`src/rtl/mc_ctrl_fsm.sv`:
```
// mc_ctrl_fsm: multi-cycle MIPS control FSM sequencing fetch, decode, execute, memory and writeback.
// Optional feature MC_RETIRE_CNT_EN adds the 32-bit `retired` instruction counter output.
module mc_ctrl_fsm #(
    parameter int STATE_W     = 4,
    parameter bit TRAP_STICKY = 1'b1
) (
    input  logic               clk,
    input  logic               reset,
    input  logic [5:0]         Format,
    input  logic [5:0]         Funct,
    input  logic               Zero,
    input  logic               mem_ack,
    output logic               mem_req,
    output logic               mem_we,
    output logic               IorD,
    output logic               IRWrite,
    output logic               PCWrite,
    output logic [1:0]         PCSource,
    output logic               RegWrite,
    output logic [1:0]         RegDst,
    output logic [1:0]         MemtoReg,
    output logic               ALUSrcA,
    output logic [1:0]         ALUSrcB,
    output logic [1:0]         ALUOp,
    output logic               ExtOp,
    output logic               illegal,
`ifdef MC_RETIRE_CNT_EN
    output logic [31:0]        retired,
`endif
    output logic [STATE_W-1:0] state
);

    typedef enum logic [STATE_W-1:0] {
        IDLE   = STATE_W'(0),
        FETCH  = STATE_W'(1),
        DECODE = STATE_W'(2),
        MEMADR = STATE_W'(3),
        MEMRD  = STATE_W'(4),
        MEMWB  = STATE_W'(5),
        MEMWR  = STATE_W'(6),
        REXEC  = STATE_W'(7),
        RWB    = STATE_W'(8),
        BRANCH = STATE_W'(9),
        JUMP   = STATE_W'(10),
        JR     = STATE_W'(11),
        IEXEC  = STATE_W'(12),
        IWB    = STATE_W'(13),
        TRAP   = STATE_W'(14)
    } state_t;

    localparam logic [5:0] OP_RTYPE = 6'b000000;
    localparam logic [5:0] OP_J     = 6'b000010;
    localparam logic [5:0] OP_JAL   = 6'b000011;
    localparam logic [5:0] OP_BEQ   = 6'b000100;
    localparam logic [5:0] OP_BNE   = 6'b000101;
    localparam logic [5:0] OP_ADDI  = 6'b001000;
    localparam logic [5:0] OP_SLTI  = 6'b001010;
    localparam logic [5:0] OP_ANDI  = 6'b001100;
    localparam logic [5:0] OP_ORI   = 6'b001101;
    localparam logic [5:0] OP_LUI   = 6'b001111;
    localparam logic [5:0] OP_LW    = 6'b100011;
    localparam logic [5:0] OP_SW    = 6'b101011;

    localparam logic [5:0] FN_SLL   = 6'b000000;
    localparam logic [5:0] FN_SRL   = 6'b000010;
    localparam logic [5:0] FN_JR    = 6'b001000;
    localparam logic [5:0] FN_ADD   = 6'b100000;
    localparam logic [5:0] FN_SUB   = 6'b100010;
    localparam logic [5:0] FN_AND   = 6'b100100;
    localparam logic [5:0] FN_OR    = 6'b100101;
    localparam logic [5:0] FN_SLT   = 6'b101010;

    typedef struct packed {
        logic       mem_req;
        logic       mem_we;
        logic       iord;
        logic [1:0] pc_source;
        logic       reg_write;
        logic [1:0] reg_dst;
        logic [1:0] mem_to_reg;
        logic       alu_src_a;
        logic [1:0] alu_src_b;
        logic [1:0] alu_op;
        logic       ext_op;
        logic       illegal;
    } ctrl_t;

    state_t state_q;
    state_t state_d;
    ctrl_t  ctrl_q;

    function automatic logic rtype_ok(input logic [5:0] fn);
        return (fn == FN_ADD) || (fn == FN_SUB) || (fn == FN_AND) || (fn == FN_OR) ||
               (fn == FN_SLT) || (fn == FN_SLL) || (fn == FN_SRL);
    endfunction

    // Moore control word for a state; evaluated on the next state so the outputs come from flops.
    function automatic ctrl_t decode(input state_t s, input logic [5:0] fmt);
        ctrl_t c;
        c = '0;
        case (s)
            FETCH: begin
                c.mem_req   = 1'b1;
                c.alu_src_b = 2'b01;
            end
            DECODE: begin
                c.alu_src_b = 2'b11;
                c.ext_op    = 1'b1;
            end
            MEMADR: begin
                c.alu_src_a = 1'b1;
                c.alu_src_b = 2'b10;
                c.ext_op    = 1'b1;
            end
            MEMRD: begin
                c.mem_req = 1'b1;
                c.iord    = 1'b1;
            end
            MEMWB: begin
                c.reg_write  = 1'b1;
                c.mem_to_reg = 2'b01;
            end
            MEMWR: begin
                c.mem_req = 1'b1;
                c.mem_we  = 1'b1;
                c.iord    = 1'b1;
            end
            REXEC: begin
                c.alu_src_a = 1'b1;
                c.alu_op    = 2'b10;
            end
            RWB: begin
                c.reg_write = 1'b1;
                c.reg_dst   = 2'b01;
            end
            IEXEC: begin
                c.alu_src_a = 1'b1;
                c.alu_src_b = 2'b10;
                c.alu_op    = 2'b11;
                c.ext_op    = !((fmt == OP_ANDI) || (fmt == OP_ORI));
            end
            IWB: begin
                c.reg_write = 1'b1;
            end
            BRANCH: begin
                c.alu_src_a = 1'b1;
                c.alu_op    = 2'b01;
                c.pc_source = 2'b01;
            end
            JUMP: begin
                c.pc_source = 2'b10;
                if (fmt == OP_JAL) begin
                    c.reg_write  = 1'b1;
                    c.reg_dst    = 2'b10;
                    c.mem_to_reg = 2'b10;
                end
            end
            JR: begin
                c.pc_source = 2'b11;
            end
            TRAP: begin
                c.illegal = 1'b1;
            end
            default: ;
        endcase
        return c;
    endfunction

    always_comb begin
        state_d = state_q;
        case (state_q)
            IDLE:   state_d = FETCH;
            FETCH:  if (mem_ack) state_d = DECODE;
            DECODE: begin
                case (Format)
                    OP_RTYPE: begin
                        if (Funct == FN_JR)      state_d = JR;
                        else if (rtype_ok(Funct)) state_d = REXEC;
                        else                      state_d = TRAP;
                    end
                    OP_LW, OP_SW:   state_d = MEMADR;
                    OP_BEQ, OP_BNE: state_d = BRANCH;
                    OP_J, OP_JAL:   state_d = JUMP;
                    OP_ADDI, OP_SLTI, OP_ANDI, OP_ORI, OP_LUI: state_d = IEXEC;
                    default:        state_d = TRAP;
                endcase
            end
            MEMADR: state_d = (Format == OP_SW) ? MEMWR : MEMRD;
            MEMRD:  if (mem_ack) state_d = MEMWB;
            MEMWB:  state_d = FETCH;
            MEMWR:  if (mem_ack) state_d = FETCH;
            REXEC:  state_d = RWB;
            RWB:    state_d = FETCH;
            IEXEC:  state_d = IWB;
            IWB:    state_d = FETCH;
            BRANCH: state_d = FETCH;
            JUMP:   state_d = FETCH;
            JR:     state_d = FETCH;
            TRAP:   state_d = TRAP_STICKY ? TRAP : FETCH;
            default: state_d = TRAP;
        endcase
    end

    always_ff @(posedge clk) begin
        if (!reset) begin
            state_q <= IDLE;
            ctrl_q  <= '0;
`ifdef MC_RETIRE_CNT_EN
            retired <= '0;
`endif
        end else begin
            state_q <= state_d;
            ctrl_q  <= decode(state_d, Format);
`ifdef MC_RETIRE_CNT_EN
            if ((state_d == FETCH) &&
                (state_q inside {MEMWB, MEMWR, RWB, IWB, BRANCH, JUMP, JR}))
                retired <= retired + 32'd1;
`endif
        end
    end

    // Strobes are the only combinational outputs; masking them with reset keeps the reset cycle quiet.
    always_comb begin
        IRWrite = 1'b0;
        PCWrite = 1'b0;
        if (reset) begin
            case (state_q)
                FETCH: begin
                    IRWrite = mem_ack;
                    PCWrite = mem_ack;
                end
                BRANCH:  PCWrite = (Format == OP_BNE) ? !Zero : Zero;
                JUMP:    PCWrite = 1'b1;
                JR:      PCWrite = 1'b1;
                default: ;
            endcase
        end
    end

    assign mem_req  = ctrl_q.mem_req;
    assign mem_we   = ctrl_q.mem_we;
    assign IorD     = ctrl_q.iord;
    assign PCSource = ctrl_q.pc_source;
    assign RegWrite = ctrl_q.reg_write;
    assign RegDst   = ctrl_q.reg_dst;
    assign MemtoReg = ctrl_q.mem_to_reg;
    assign ALUSrcA  = ctrl_q.alu_src_a;
    assign ALUSrcB  = ctrl_q.alu_src_b;
    assign ALUOp    = ctrl_q.alu_op;
    assign ExtOp    = ctrl_q.ext_op;
    assign illegal  = ctrl_q.illegal;
    assign state    = state_q;

endmodule

```
`config.mk`:
```
export PLATFORM = sky130hd
export DESIGN_NAME = mc_ctrl_fsm
export DESIGN_NICKNAME = d
export VERILOG_FILES = /design/src/rtl/mc_ctrl_fsm.sv
export SDC_FILE = /design/constraint.sdc
export NUM_CORES = 1
export LEC_CHECK = 0
export CAP_MARGIN = 15
export CORE_MARGIN = 5
export CORE_UTILIZATION = 47
export CTS_BUF_LIST = sky130_fd_sc_hd__clkbuf_4
export DETAILED_ROUTE_END_ITERATION = 8
export PLACE_DENSITY = 0.87
export SETUP_SLACK_MARGIN = 0.4
export SLEW_MARGIN = 0
export SYNTH_ARGS = -nofsm -noshare
export SYNTH_HDL_FRONTEND = slang
export SYNTH_SLANG_ARGS = --single-unit
export TNS_END_PERCENT = 30
```
`constraint.sdc`:
```
create_clock -name clk -period 3.16 [get_ports clk]
set_input_delay 0.948 -clock clk [delete_from_list [all_inputs] [get_ports clk]]
set_output_delay 0.948 -clock clk [all_outputs]
set_load 0.01 [all_outputs]
```
==> results.md <==
- Slew HR: between 60% and 70%
- # hold bufs at CTS: 0
- TritonCTS buffer count: 3
- CTS Root Cell: clkbuf_4
- Ys flop type: dfxtp_1
- TritonRoute pass-1 iters: 4
- Synthesized area: around 1200 µm²
- Routed len/inst: approximately 16 µm
- Fin util: between 70% and 80%
- Placed cell areas: 1690 µm²
- Number of diodes: 0
- Commonest cells in the netlist: dfxtp_1, nand2_1, nor2_1
- DRT iter0 DRCs: 63
- Sequential-to-total area share from yosys stat: 33.8%
- Worst path max stage delay: approximately 0.19 ns
- Syn Inst Count: between 100 and 150
- Worst-margin pin slew: around 0.47 ns
- Top-count cell post-synth: dfxtp_1
- Total track usage: ~20%
- R2R Setup Slk: between 0.9 and 1 ns
- Worst skew pair latency: between 0.2 and 0.3 ns
- Crit path cell chain: buf_8 > nor3_4 > nand3_2 > xnor2_2 > nand2_1 > nand3b_1 > o2111a_1 > buf_2
- Final min period: 2.94 ns
- CP max-delay cell: nor3_4
- YS warnings: 0
- Wire length of the first global-routing pass: 5.60 mm
- Synthesized area per cell: 8.29 µm²
- #FFs+latches synth: 20
- Buf/Inv on CP: 2
- TritonCTS clock tree: yes
- # fillers: between 150 and 200
- Startpoint types: input port
- Clock Skew: about 0.0021 ns
- Die Span Y: between 60 and 70 µm
- Drt via density: around 5.8
- Fmax: approximately 0.34 GHz
- Yosys top cell area share: about 34%
- Final setup viols: 0
- Vias in the first global route: roughly 1300
- Die ar.: 3630 µm²
- Distinct cells, synth: 51
- CTS max path bufs: 2
- Std cell rows: 18
- Post-route ant nets: 0
- CTS sink cnt: 20
- RSZ-0062 raised after global routing: true
- Syn_nets: 159
- I/O pin cnt: 39
- DRT Wirelength: 3.57 mm
- Ranking of synthesized cells by area: dfxtp_1, nand2_1, nor3_1
- CP arrival: 1.99 ns
- Async SR Flop Fraction: 0%
- Req. time, crit path: ~2.2 ns
- NumNets Final: about 210
- I/O Buffers: 38
- Hold Violations, Final: 0
- Total congestion overflow: 0
- Critical path's top delay family: simple AND/OR/NAND/NOR gates
- Fin crit share: between 90 and 100%
- Maximum fanout along the worst path: 2
- # DRC: 0
- Max IR drop VDD: 0.492 mV
- P&R area growth vs syn: 52.8%
- Max Slew Vio Count: 0
- Placer Congestion: approximately 0.9
- Leak pwr: 0.752 nW
- Share of cells above drive strength 1: 25.3%
- Final instance area: ~1800 µm²
- PwrDens: around 500 nW/µm²
- CP endpoint kind: output port
- H-tree depth: 1
- Crit Path Class: input port to output port
- Initial Util: between 40 and 50%
- Cell taking the most area after synthesis: dfxtp_1
- Reg clk slew, reported paths: around 0.10 ns
- EDFF count, synth: 0
- Die width: about 60 µm
- Max Cap Viol: 0
- DR vias: 1305
- Outcome: completed
- Largest net degree at the start of global routing: 13
- Initial antenna violation count: 0
- Core Region: between 2000 and 2500 µm²
- Hold crit path type: register to register
- Detail Placement HPWL: between 2 and 3 mm
==> metrics by stage <==
stage                     hold WS, ns  setup slack, ns  setup TNS (ns)  std cells  total power, mW
after floorplan                 0.913            0.407               0        143            0.559
after global placement          0.968           -0.576           -1.67        216            0.739
after detailed placement         1.02           -0.599           -3.32        216            0.758
after CTS                       0.981            0.241               0        223            0.892
after global routing             1.05            0.128               0        224            0.967
final                           0.999            0.221               0        224            0.910
==> tightest hold or removal path, stage by stage, from the launching register on <==
cell and delay (ns):
dfxtp_1 0.42, o211ai_1 0.14, o31ai_1 0.12, o221ai_4 0.10
or4b_1 0.13, a21boi_1 0.05
==> flip-flops by register name, indices dropped and copies added (netlist names) <==
signal / count
RegWrite: 1
ALUSrcA: 1
illegal: 1
ExtOp: 1
MemtoReg: 1
RegDst: 2
ALUOp: 2
mem_we: 1
mem_req: 1
IorD: 1
PCSource: 2
ALUSrcB: 2
state: 4
==> layout make-up <==
class | count | area, µm² | share of cell area (%)
Inverter | 4 | 15.0 | 0.828
Multi-Input combinational cell | 107 | 786 | 43.3
Clock buffer | 3 | 22.5 | 1.24
Timing Repair Buffer | 60 | 552 | 30.4
Sequential cell | 20 | 400 | 22.1
Tap cell | 30 | 37.5 | 2.07
==> routing by layer <==
layer | routed length [µm] | vias to the layer above | track usage [%]
met5 | 0 | - | 0
met4 | 70 | 0 | 5.38
met3 | 293 | 6 | 5.18
met2 | 1850 | 52 | 36.7
met1 | 1350 | 627 | 22.4
li1 | - | 620 | -
==> what timing repair did <==
action,CTS,global route
gates resized for setup,43,9
pin swaps,5,5
cloned,0,1
setup endpoints to repair,19,16
setup buffers,4,0
==> layout by cell type, fill, tap and decap left out, types with 2 or more instances in the layout <==
cell,netlist,final
nand2_1,16,16
a211o_1,3,3
xor2_1,2,2
clkbuf_4,0,3
buf_2,3,5
o31ai_1,2,2
nand2b_1,3,3
clkdlybuf4s50_1,0,23
nor2b_1,4,3
nor2_1,12,10
nor3_2,2,2
nand3b_1,4,4
dlymetal6s2s_1,0,4
dfxtp_1,20,20
nor2_2,0,2
a211oi_1,4,3
and2_1,3,3
nand4b_1,2,2
nor3_1,9,8
buf_6,0,2
buf_4,3,19
a21oi_1,2,2
and3_1,2,2
inv_1,4,4
nand3_1,5,4
o21ai_0,3,3
dlygate4sd2_1,0,4
==> cells by family after synthesis <==
family,Yosys count,share of synthesized area (%)
simple gates,72,34.5
flops,20,33.8
compound gates,30,21.4
xor+xnor,3,2.22
mux,2,1.79
buf+inv,16,6.33
==> final timing paths <==
path	start	endpoint	depth (start not counted)
worst min-delay path	state[2]$_SDFF_PN0_	ALUSrcB[1]$_SDFF_PN0_	5
worst max register to register	state[2]$_SDFF_PN0_	ALUSrcB[1]$_SDFF_PN0_	6
worst max-delay path	Format[5]	PCWrite	8
worst min register to register	state[2]$_SDFF_PN0_	ALUSrcB[1]$_SDFF_PN0_	5
==> report_power, final <==
part,switching [mW],total [mW],internal (mW)
Combinational,0.223,0.466,0.243
Sequential,0.0396,0.331,0.292
Clock,0.0683,0.113,0.0444
No activity file was read; power rests on OpenSTA's default activity.
